`src/rtl/coin_sprite_stage_if.sv`:
```
`default_nettype none
// ============================================================================
//  Module      : coin_sprite_stage_if
//  Description : Pixel, player, ROM and status signals of the coin sprite
//                stage. The master side is the video/game environment and
//                coin ROM; the slave side is the sprite stage itself.
//  Revision    : 1.0  initial release
// ============================================================================
interface coin_sprite_stage_if;
    logic        frame_clk;
    logic [9:0]  DrawX;
    logic [9:0]  DrawY;
    logic [5:0]  logx;
    logic [18:0] read_addr;
    logic [9:0]  player_x;
    logic [9:0]  player_y;
    logic        clear_coins;
    logic [18:0] rom_addr;
    logic [3:0]  rom_data;
    logic        coin_on;
    logic [3:0]  coin_pal;
    logic [2:0]  collected;
    logic [7:0]  coin_count;
    logic        collect_pulse;

    modport master (
        output frame_clk, DrawX, DrawY, logx, read_addr, player_x, player_y,
               clear_coins, rom_data,
        input  rom_addr, coin_on, coin_pal, collected, coin_count, collect_pulse
    );

    modport slave (
        input  frame_clk, DrawX, DrawY, logx, read_addr, player_x, player_y,
               clear_coins, rom_data,
        output rom_addr, coin_on, coin_pal, collected, coin_count, collect_pulse
    );
endinterface
`default_nettype wire

```
`src/rtl/coin_sprite_stage.sv`:
```
`default_nettype none
// ============================================================================
//  Module      : coin_sprite_stage
//  Description : Adds the spin-animation frame offset to the coin ROM address,
//                aligns the returned palette index with the pixel (latency 3),
//                and tracks which of the three level coins were collected.
//  Revision    : 1.0  initial release
// ============================================================================
module coin_sprite_stage #(
    parameter int ANIM_DIV    = 8,
    parameter int FRAME_WORDS = 300,
    parameter int PLAYER_W    = 16,
    parameter int PLAYER_H    = 16
) (
    input  logic                  Clk,
    input  logic                  Reset_n,
    coin_sprite_stage_if.slave    bus
);

    localparam int c_DIV_W = (ANIM_DIV > 1) ? $clog2(ANIM_DIV) : 1;

    // Coin boxes in world coordinates; bounds are exclusive on every side.
    localparam logic [2:0][10:0] c_XLO = {11'd260, 11'd230, 11'd140};
    localparam logic [2:0][10:0] c_XHI = {11'd275, 11'd245, 11'd155};
    localparam logic [2:0][10:0] c_YLO = {11'd278, 11'd278, 11'd378};
    localparam logic [2:0][10:0] c_YHI = {11'd298, 11'd298, 11'd398};

    typedef enum logic [1:0] {
        ST_IDLE = 2'd0,
        ST_CHK  = 2'd1
    } state_t;

    state_t             r_state, w_state_nxt;
    logic [1:0]         r_idx, w_idx_nxt;
    logic               w_collect;
    logic [2:0]         w_idx_oh;

    logic [1:0]         r_fsync;
    logic               r_fsync_d;
    logic               w_tick;
    logic [c_DIV_W-1:0] r_div;
    logic [1:0]         r_frame;

    logic [10:0]        w_wx, w_wy;
    logic [2:0]         w_hit, r_hit_d1, r_hit_d2;
    logic [18:0]        r_rom_addr;
    logic               w_on, r_coin_on;
    logic [3:0]         r_coin_pal;

    logic [2:0]         r_collected;
    logic [7:0]         r_count;
    logic               r_pulse;

    logic [11:0]        w_plx, w_prx, w_pty, w_pby;
    logic [11:0]        w_sxlo, w_sxhi, w_sylo, w_syhi;
    logic               w_overlap;

    // Pixel position in world space; scroll is horizontal only.
    assign w_wx = {1'b0, bus.DrawX} + {5'b0, bus.logx};
    assign w_wy = {1'b0, bus.DrawY};

    for (genvar gi = 0; gi < 3; gi++) begin : g_coin
        assign w_hit[gi] = (w_wx > c_XLO[gi]) && (w_wx < c_XHI[gi]) &&
                           (w_wy > c_YLO[gi]) && (w_wy < c_YHI[gi]) &&
                           !r_collected[gi];
    end

    // Frame-clock synchroniser and rising-edge detect.
    always_ff @(posedge Clk or negedge Reset_n) begin
        if (!Reset_n) begin
            r_fsync   <= 2'b00;
            r_fsync_d <= 1'b0;
        end else begin
            r_fsync   <= {r_fsync[0], bus.frame_clk};
            r_fsync_d <= r_fsync[1];
        end
    end

    assign w_tick = r_fsync[1] & ~r_fsync_d;

    // Animation: advance the spin frame every ANIM_DIV video frames.
    always_ff @(posedge Clk or negedge Reset_n) begin
        if (!Reset_n) begin
            r_div   <= '0;
            r_frame <= 2'd0;
        end else if (w_tick) begin
            if (r_div == c_DIV_W'(ANIM_DIV - 1)) begin
                r_div   <= '0;
                r_frame <= r_frame + 2'd1;
            end else begin
                r_div <= r_div + c_DIV_W'(1);
            end
        end
    end

    // Three-stage pixel pipeline: address, ROM read, visibility decision.
    always_ff @(posedge Clk or negedge Reset_n) begin
        if (!Reset_n) begin
            r_rom_addr <= '0;
            r_hit_d1   <= 3'b000;
            r_hit_d2   <= 3'b000;
            r_coin_on  <= 1'b0;
            r_coin_pal <= 4'd0;
        end else begin
            r_rom_addr <= bus.read_addr + 19'(r_frame) * 19'(FRAME_WORDS);
            r_hit_d1   <= w_hit;
            r_hit_d2   <= r_hit_d1;
            r_coin_on  <= w_on;
            r_coin_pal <= w_on ? bus.rom_data : 4'd0;
        end
    end

    // Palette index 0 is transparent.
    assign w_on = (|r_hit_d2) && (bus.rom_data != 4'd0);

    // Player box, widened to 12 bits so the right/bottom edges never wrap.
    assign w_plx = {2'b00, bus.player_x} + {6'b0, bus.logx};
    assign w_prx = w_plx + 12'(PLAYER_W);
    assign w_pty = {2'b00, bus.player_y};
    assign w_pby = w_pty + 12'(PLAYER_H);

    // Select the box of the coin under test and its one-hot mask.
    always_comb begin
        w_sxlo   = {1'b0, c_XLO[2]};
        w_sxhi   = {1'b0, c_XHI[2]};
        w_sylo   = {1'b0, c_YLO[2]};
        w_syhi   = {1'b0, c_YHI[2]};
        w_idx_oh = 3'b100;
        case (r_idx)
            2'd0: begin
                w_sxlo = {1'b0, c_XLO[0]}; w_sxhi = {1'b0, c_XHI[0]};
                w_sylo = {1'b0, c_YLO[0]}; w_syhi = {1'b0, c_YHI[0]};
                w_idx_oh = 3'b001;
            end
            2'd1: begin
                w_sxlo = {1'b0, c_XLO[1]}; w_sxhi = {1'b0, c_XHI[1]};
                w_sylo = {1'b0, c_YLO[1]}; w_syhi = {1'b0, c_YHI[1]};
                w_idx_oh = 3'b010;
            end
            default: ;
        endcase
    end

    // Interior pixels of a box are lo+1..hi-1; the player box is half-open.
    assign w_overlap = (w_plx < w_sxhi) && (w_prx > w_sxlo + 12'd1) &&
                       (w_pty < w_syhi) && (w_pby > w_sylo + 12'd1) &&
                       ((r_collected & w_idx_oh) == 3'b000);

    // Collection FSM state register.
    always_ff @(posedge Clk or negedge Reset_n) begin
        if (!Reset_n) begin
            r_state <= ST_IDLE;
            r_idx   <= 2'd0;
        end else begin
            r_state <= w_state_nxt;
            r_idx   <= w_idx_nxt;
        end
    end

    // Collection FSM next state: one coin per CHK cycle; clear overrides all.
    always_comb begin
        w_state_nxt = r_state;
        w_idx_nxt   = r_idx;
        w_collect   = 1'b0;
        case (r_state)
            ST_IDLE: begin
                if (w_tick) begin
                    w_state_nxt = ST_CHK;
                    w_idx_nxt   = 2'd0;
                end
            end
            ST_CHK: begin
                w_collect = w_overlap;
                if (r_idx == 2'd2) begin
                    w_state_nxt = ST_IDLE;
                end else begin
                    w_idx_nxt = r_idx + 2'd1;
                end
            end
            default: w_state_nxt = ST_IDLE;
        endcase
        if (bus.clear_coins) begin
            w_state_nxt = ST_IDLE;
            w_idx_nxt   = 2'd0;
            w_collect   = 1'b0;
        end
    end

    // Collected flags, saturating coin counter and the per-collect pulse.
    always_ff @(posedge Clk or negedge Reset_n) begin
        if (!Reset_n) begin
            r_collected <= 3'b000;
            r_count     <= 8'd0;
            r_pulse     <= 1'b0;
        end else begin
            r_pulse <= w_collect;
            if (bus.clear_coins) begin
                r_collected <= 3'b000;
            end else if (w_collect) begin
                r_collected <= r_collected | w_idx_oh;
                if (r_count != 8'd255) begin
                    r_count <= r_count + 8'd1;
                end
            end
        end
    end

    assign bus.rom_addr      = r_rom_addr;
    assign bus.coin_on       = r_coin_on;
    assign bus.coin_pal      = r_coin_pal;
    assign bus.collected     = r_collected;
    assign bus.coin_count    = r_count;
    assign bus.collect_pulse = r_pulse;

endmodule
`default_nettype wire

```
`src/flat_wrapper.sv`:
```
// flat-port wrapper written by rule: the top's interface ports become plain ports
module coin_sprite_stage_flat 
#(
    parameter int ANIM_DIV    = 8,
    parameter int FRAME_WORDS = 300,
    parameter int PLAYER_W    = 16,
    parameter int PLAYER_H    = 16
)
  (Clk, Reset_n, bus_frame_clk, bus_DrawX, bus_DrawY, bus_logx, bus_read_addr, bus_player_x, bus_player_y, bus_clear_coins, bus_rom_data, bus_rom_addr, bus_coin_on, bus_coin_pal, bus_collected, bus_coin_count, bus_collect_pulse);
  coin_sprite_stage_if bus_i ();
  input  logic Clk;
  input  logic Reset_n;
  input wire logic [$bits(bus_i.frame_clk)-1:0] bus_frame_clk;
  input wire logic [$bits(bus_i.DrawX)-1:0] bus_DrawX;
  input wire logic [$bits(bus_i.DrawY)-1:0] bus_DrawY;
  input wire logic [$bits(bus_i.logx)-1:0] bus_logx;
  input wire logic [$bits(bus_i.read_addr)-1:0] bus_read_addr;
  input wire logic [$bits(bus_i.player_x)-1:0] bus_player_x;
  input wire logic [$bits(bus_i.player_y)-1:0] bus_player_y;
  input wire logic [$bits(bus_i.clear_coins)-1:0] bus_clear_coins;
  input wire logic [$bits(bus_i.rom_data)-1:0] bus_rom_data;
  output wire logic [$bits(bus_i.rom_addr)-1:0] bus_rom_addr;
  output wire logic [$bits(bus_i.coin_on)-1:0] bus_coin_on;
  output wire logic [$bits(bus_i.coin_pal)-1:0] bus_coin_pal;
  output wire logic [$bits(bus_i.collected)-1:0] bus_collected;
  output wire logic [$bits(bus_i.coin_count)-1:0] bus_coin_count;
  output wire logic [$bits(bus_i.collect_pulse)-1:0] bus_collect_pulse;
  assign bus_i.frame_clk = bus_frame_clk;
  assign bus_i.DrawX = bus_DrawX;
  assign bus_i.DrawY = bus_DrawY;
  assign bus_i.logx = bus_logx;
  assign bus_i.read_addr = bus_read_addr;
  assign bus_i.player_x = bus_player_x;
  assign bus_i.player_y = bus_player_y;
  assign bus_i.clear_coins = bus_clear_coins;
  assign bus_i.rom_data = bus_rom_data;
  assign bus_rom_addr = bus_i.rom_addr;
  assign bus_coin_on = bus_i.coin_on;
  assign bus_coin_pal = bus_i.coin_pal;
  assign bus_collected = bus_i.collected;
  assign bus_coin_count = bus_i.coin_count;
  assign bus_collect_pulse = bus_i.collect_pulse;
  coin_sprite_stage #(.ANIM_DIV(ANIM_DIV), .FRAME_WORDS(FRAME_WORDS), .PLAYER_W(PLAYER_W), .PLAYER_H(PLAYER_H)) u_core (.Clk(Clk), .Reset_n(Reset_n), .bus(bus_i));
endmodule
```
`config.mk`:
```
export PLATFORM = sky130hd
export DESIGN_NAME = coin_sprite_stage_flat
export DESIGN_NICKNAME = d
export VERILOG_FILES = /design/src/rtl/coin_sprite_stage_if.sv /design/src/rtl/coin_sprite_stage.sv /design/src/flat_wrapper.sv
export SDC_FILE = /design/constraint.sdc
export NUM_CORES = 1
export LEC_CHECK = 0
export CORE_MARGIN = 4
export CORE_UTILIZATION = 52
export DETAILED_ROUTE_END_ITERATION = 10
export PLACE_DENSITY = 0.87
export SYNTH_ARGS = -nofsm -noshare
export SYNTH_HDL_FRONTEND = slang
export SYNTH_SLANG_ARGS = --single-unit
```
`constraint.sdc`:
```
create_clock -name Clk -period 9.41 [get_ports Clk]
set_input_delay 1.4115 -clock Clk [delete_from_list [all_inputs] [get_ports Clk]]
set_output_delay 1.4115 -clock Clk [all_outputs]
set_load 0.1 [all_outputs]
```
==> out/qor.csv, run 1 <==
metric,value,unit
adder-cell share of the synthesized area,0.186,
grt peak-use layer,met2,
worst hold path type,register to register,
CTS root buffer,clkbuf_8,
hold_buf cts,0,
Hold Crit Start,u_core.r_hit_d1[0],
drt drc,0,
Critical Path Source Type,input port,
clock slew at reported path FFs,0.09,ns
vias,3223,
routability cong.,0.969,
vias in the first global route,3327,
complex-gate fraction of the synthesized area,0.168,
reg2reg start,u_core.r_idx[0],
first-pass GRT wire length,15000,um
Setup Skew,0.00598,ns
sequential area share after synthesis,0.356,
Post-CTS Resized,0,
Slew @ Worst Pin,1.13,ns
global routing usage on met2,0.393,
Placeable Area,6870,um^2
Placement Rows,30,
Setup Buffers After CTS,0,
multiplexer share of the synthesized area,0.0175,
met3 usage,0.0374,
routing usage on met1,0.252,
relative slew slack,0.248,
peak supply drop,0.104,mV
Nets,608,
ys flop type,dfrtp_1,
P&R area growth vs syn,35.3,%
Setup CP Type,input port to register,
Die ar.,8580,um^2
Final period util,0.603,
WHS Endpoint,u_core.r_hit_d2[0],
post-DR wirelength/cell,15.7,um
clk buf depth,2,
R2R Path End,u_core.bus.coin_count[4],
post-synthesis async set-or-reset flop share,1.00,
io pins,109,
initial antenna violation count,0,
Detail Placement HPWL,7300,um
H-tree levels,2,
TritonCTS clock tree,built,
largest cells by area after synthesis,"dfrtp_1 36%, ha_1 16%, xnor2_1 7.1%",
"flops & latches, synth",53,
PD cells,200,nW/um^2
Worst EP required,9.60,ns
DRT Wirelength,9110,um
clock latency at the later pin of the worst-skew pair,0.30,ns
Die X,92.6,um
via density per instance,5.57,
Yosys warnings,0,
Yosys top cell by area,dfrtp_1,
status,"finished, final reports clean",
DRT antenna net count,0,
Mean Syn Cell Area,10.1,um^2
Leakage,2.28,nW
Max Cap Viol,0,
largest net degree at the start of global routing,54,
unrepaired setup endpoints after global routing,no,
Hold Fails Final Rpt,0,
Num CTS Buffers,5,
Syn Inst Count,367,
Yosys cell types,53,
fmax,176,MHz
WP data arrival,5.86,ns
Post-synth EDFFs,0,
main combinational cell family by area after synthesis,adder cells,
PortBufs,108,
All-Layer GR Usage,0.213,
Starting Density,0.542,
Worst setup EP type,register,
Netlist Area Pre-Place,3720,um^2
die height,92.6,um
hold path depth,0,
Worst R2R Path Depth,12,
GRT Residual Overflow,0,
Initial DRT Pass Iterations,5,
xor/xnor share of the synthesized area,0.0988,
Final Setup Violations,0,
fin crit period,5.67,ns
ANT cells,0,
R2R setup slack,5.86,ns
setup TNS,0,ns
area share of and/or/nand/nor cells after synthesis,0.153,
Max Fanout on Critical Path,8,
Max Slew Vio Count,0,
initial DRC count,139,
fin util,0.734,
Synth top area share,0.356,
Synth Net Count,493,
clock sinks,53,
layout cells sized above 1,0.0476,
## layout by cell type, fill, tap and decap left out, drive strengths merged, types with 6 or more instances in the layout
cell           synthesis  final
a21o                  11     11
a21oi                 24     24
a31oi                  7      7
and3                  11     11
clkbuf                 0      6
clkdlybuf4s50          0    107
dfrtp                 53     53
ha                    49     49
inv                   21     21
nand2                 22     22
nand2b                 6      6
nand3                 10     10
nand4                  6      6
nor2                  16     16
nor2b                  9      9
nor3                   7      7
o21ai                  7      7
o21bai                 6      6
xnor2                 30     30
xor2                  12     12
## synthesized netlist by cell type, types with 2 or more instances
cell type / number
inv_1: 21
nor4_1: 4
and2_1: 3
a31oi_1: 7
o211ai_1: 4
xor2_1: 12
mux2_2: 4
o21ai_0: 7
nand3b_1: 2
nand4b_1: 2
nor2_1: 16
and3_1: 11
nand4_1: 6
a211oi_1: 2
o2111ai_1: 3
nand2b_1: 6
xnor2_1: 30
a22oi_1: 2
a21o_2: 2
a21o_1: 9
a22o_1: 3
a221oi_1: 2
fa_1: 4
a211o_1: 2
a21oi_1: 23
dfrtp_1: 53
nand3_1: 10
nor2b_1: 9
ha_1: 49
o21a_1: 3
o21bai_1: 6
mux2i_1: 2
nand2_1: 22
nor3_1: 7
## sequential cells by signal, summed over array words and instances (netlist names)
signal and flops:
u_core.r_div 3, u_core.r_fsync_d 1, u_core.r_hit_d1 3, u_core.r_frame 2, u_core.bus.coin_pal 4, u_core.r_state 1, u_core.bus.collected 3, u_core.r_fsync 2
u_core.r_idx 2, u_core.bus.coin_count 8, u_core.bus.collect_pulse 1, u_core.r_hit_d2 3, u_core.bus.coin_on 1, u_core.bus.rom_addr 19
## stage by stage
stage / worst slack (ns) / power [mW] / std cells / hold slack, ns / instance area, um^2
finish: 3.74 / 1.01 / 579 / 0.360 / 5040
global route: 3.54 / 1.07 / 579 / 0.368 / 5040
CTS: 3.78 / 1.01 / 579 / 0.361 / 5040
detailed placement: 3.47 / 0.850 / 571 / 0.341 / 4920
floorplan: 4.26 / 0.699 / 367 / 0.331 / 3720
global placement: 3.64 / 0.826 / 571 / 0.335 / 4920
## routing by layer
metal / vias to the layer above / share of wire
met3: 14 / 0.067
met5: - / 0
li1: 1568 / -
met1: 1506 / 0.41
met2: 135 / 0.51
met4: 0 / 0.018
## layout make-up
cell class	instances	area (um^2)
fill	496	1830
clock inverter	2	37.5
inverter	21	78.8
sequential	53	1330
timing repair buffer	108	1080
clock buffer	6	82.6
tap	96	120
multi-input combinational	293	2320
## worst max-delay path: stages
cell and delay [ns]:
clkdlybuf4s50_1 0.43, ha_1 0.25, fa_1 0.44, a21o_2 0.22, a221oi_1 0.44, xnor2_1 0.28, nand2_1 0.12, xnor2_1 0.14
ha_1 0.30, nand2_1 0.11, nor2_1 0.06, o211ai_1 0.12, o32a_2 0.21, or4b_4 0.48, a311oi_4 0.46, nand4_1 0.22
xnor2_1 0.17
## cell families (layout without fill, tap and decap cells)
family | Yosys count | after routing
fa+ha+maj | 53 | 53
compound gates | 87 | 87
simple gates | 105 | 105
buf+inv | 21 | 137
flops | 53 | 53
xor+xnor | 42 | 42
mux | 6 | 6
## worst max-delay path by stage
stage	start	end	slack, ns	depth (start not counted)
final	bus_logx[0]	u_core.bus.coin_count[4]	3.74	17
after global routing	bus_logx[0]	u_core.bus.coin_count[6]	3.54	17
after global placement	bus_logx[0]	u_core.bus.coin_count[1]	3.64	16
after CTS	bus_logx[0]	u_core.bus.coin_count[1]	3.78	16
after detailed placement	bus_logx[0]	u_core.bus.coin_count[1]	3.47	16
after floorplan	bus_player_x[0]	u_core.bus.coin_count[1]	4.26	15
## report_power, final
group | leakage, nW | switching (mW) | internal, mW
Clock | 0.0574 | 0.0703 | 0.0864
Sequential | 0.679 | 0.0202 | 0.267
Combinational | 1.54 | 0.368 | 0.195
No activity file was read; power rests on OpenSTA's default activity.
==> inputs of run 2 (changes only) <==
--- a/config.mk
+++ b/config.mk
@@ -6,9 +6,9 @@
 export NUM_CORES = 1
 export LEC_CHECK = 0
 export CORE_MARGIN = 4
-export CORE_UTILIZATION = 52
+export CORE_UTILIZATION = 44
 export DETAILED_ROUTE_END_ITERATION = 10
-export PLACE_DENSITY = 0.87
+export PLACE_DENSITY = 0.78
 export SYNTH_ARGS = -nofsm -noshare
 export SYNTH_HDL_FRONTEND = slang
 export SYNTH_SLANG_ARGS = --single-unit
==> constraint.sdc (replaced) <==
create_clock -name Clk -period 5.2 [get_ports Clk]
set_input_delay 0.78 -clock Clk [delete_from_list [all_inputs] [get_ports Clk]]
set_output_delay 0.78 -clock Clk [all_outputs]
set_load 0.1 [all_outputs]
==> out/qor.csv, run 2 (synthesis results as in run 1) <==
metric,value,unit,change
WHS Endpoint,u_core.r_fsync[1],,
fin util,0.615,,-0.119
R2R Path End,u_core.bus.coin_count[4],,
Leakage,2.29,nW,+0.54%
met3 usage,0.0271,,-0.0103
P&R area growth vs syn,35.7,%,
Worst EP required,5.38,ns,-4.22 ns
Place WS,0.123,ns,-3.35 ns
max reg flops,19,,unchanged
Worst R2R Path Depth,13,,+1
CTS root buffer,clkbuf_8,,
Final period util,0.919,,
status,"finished, final reports clean",,
Setup Buffers After CTS,0,,unchanged
fin crit period,4.78,ns,
Worst setup EP type,register,,
ANT cells,0,,unchanged
Starting Density,0.453,,-0.0889
die height,100,um,+8.0%
via density per instance,5.38,,-3.3%
Detail Placement HPWL,7170,um,-1.8%
Setup CP Type,input port to register,,
All-Layer GR Usage,0.171,,-0.0420
TritonCTS clock tree,built,,
Placement Cell Area,4970,um^2,+0.99%
DRT Wirelength,8500,um,-6.7%
clock sinks,53,,unchanged
Num CTS Buffers,5,,unchanged
Max Slew Vio Count,0,,unchanged
post-DR wirelength/cell,14.4,um,-8.7%
layout cells sized above 1,0.0534,,+0.00577
Max Fanout on Critical Path,4,,-4
Slew @ Worst Pin,1.02,ns,-0.105 ns
Die X,100,um,+8.0%
"most common cell after layout, fill and taps aside",clkdlybuf4s50_1,,
global routing usage on met2,0.308,,-0.0844
Finished Cell Area,5060,um^2,+0.30%
hold_buf cts,0,,unchanged
vias in the first global route,3117,,-6.3%
largest net degree at the start of global routing,40,,-26%
routing usage on met1,0.212,,-0.0403
PD cells,343,nW/um^2,+72%
routability cong.,0.850,,-12%
hold path depth,0,,unchanged
grt peak-use layer,met2,,
Nets,613,,+0.82%
Critical Path Source Type,input port,,
initial antenna violation count,0,,unchanged
Placement Rows,33,,+10%
H-tree levels,2,,unchanged
"commonest non-fill, non-tap cells in the layout","107 x clkdlybuf4s50_1, 53 x dfrtp_1, 49 x ha_1",,
R2R setup slack,1.74,ns,-4.12 ns
vias,3187,,-1.1%
relative slew slack,0.316,,+0.0679
WP data arrival,4.95,ns,-0.91 ns
PortBufs,108,,unchanged
setup TNS,0,ns,unchanged
Placeable Area,8220,um^2,+20%
GRT Residual Overflow,0,,unchanged
reg2reg start,u_core.r_idx[0],,
io pins,109,,unchanged
slack of the critical path,0.423,ns,-3.31 ns
Hold Crit Start,u_core.r_fsync[0],,
worst hold path type,register to register,,
Post-CTS Resized,0,,unchanged
first-pass GRT wire length,14200,um,-5.6%
unrepaired setup endpoints after global routing,no,,
clock slew at reported path FFs,0.08,ns,about the same
Setup Skew,0.00619,ns,+0.000212 ns
DRT antenna net count,0,,unchanged
drt drc,0,,unchanged
peak supply drop,0.226,mV,+120%
clk buf depth,2,,unchanged
initial DRC count,70,,-50%
clock latency at the later pin of the worst-skew pair,0.29,ns,about the same
fmax,209,MHz,
Final Setup Violations,0,,unchanged
Initial DRT Pass Iterations,5,,unchanged
Max Cap Viol,0,,unchanged
Hold Fails Final Rpt,0,,unchanged
Die ar.,10000,um^2,+17%
run 2: critical path, cell delays in order:
cell and delay [ns]:
clkdlybuf4s50_1 0.47, ha_1 0.25, fa_1 0.39, a21o_2 0.21, a221oi_1 0.39, xnor2_1 0.26, nand2_1 0.11, xnor2_1 0.14
ha_1 0.30, nand2_1 0.09, nor2_1 0.05, o211ai_1 0.09, o32a_2 0.19, or4b_4 0.48, a311oi_4 0.31, buf_4 0.18
nand4_1 0.11, xnor2_1 0.14
run 2: per-layer routing:
layer / up-vias / part of all wire / routed length [um]
li1: 1577 / - / -
met1: 1485 / 0.43 / 3640
met2: 112 / 0.49 / 4150
met3: 13 / 0.065 / 553
met4: 0 / 0.018 / 149
met5: - / 0 / 0
run 2: cell type report:
class / count / area, um^2
fillers: 663 / 3160
multi-input cells: 293 / 2320
clock buffers: 7 / 86.3
repair buffers: 113 / 1110
flip-flops and latches: 53 / 1330
well taps: 105 / 131
inverters: 21 / 78.8
run 2: report_power, final:
part	leakage, nW	internal (mW)	total (mW)	switching (mW)
Clock	0.0443	0.106	0.223	0.117
Combinational	1.56	0.352	0.993	0.641
Sequential	0.679	0.483	0.518	0.0345
run 2: worst max path at each step:
stage	startpoint	to	slack [ns]	cells after the start
5_1_grt	bus_logx[0]	u_core.bus.coin_count[6]	0.18	18
4_1_cts	bus_logx[0]	u_core.bus.coin_count[6]	0.43	18
6_report	bus_logx[0]	u_core.bus.coin_count[4]	0.42	18
3_5_place_dp	bus_logx[0]	u_core.bus.coin_count[4]	0.12	18
2_1_floorplan	bus_player_x[0]	u_core.bus.coin_count[1]	0.68	15
3_3_place_gp	bus_logx[0]	u_core.bus.coin_count[4]	0.17	18
run 2: metrics by stage:
stage,total power [mW],hold WS [ns],instances
2_1_floorplan,1.27,0.331,367
3_3_place_gp,1.50,0.335,585
3_5_place_dp,1.53,0.335,585
4_1_cts,1.75,0.354,592
5_1_grt,1.85,0.361,592
6_report,1.73,0.352,592
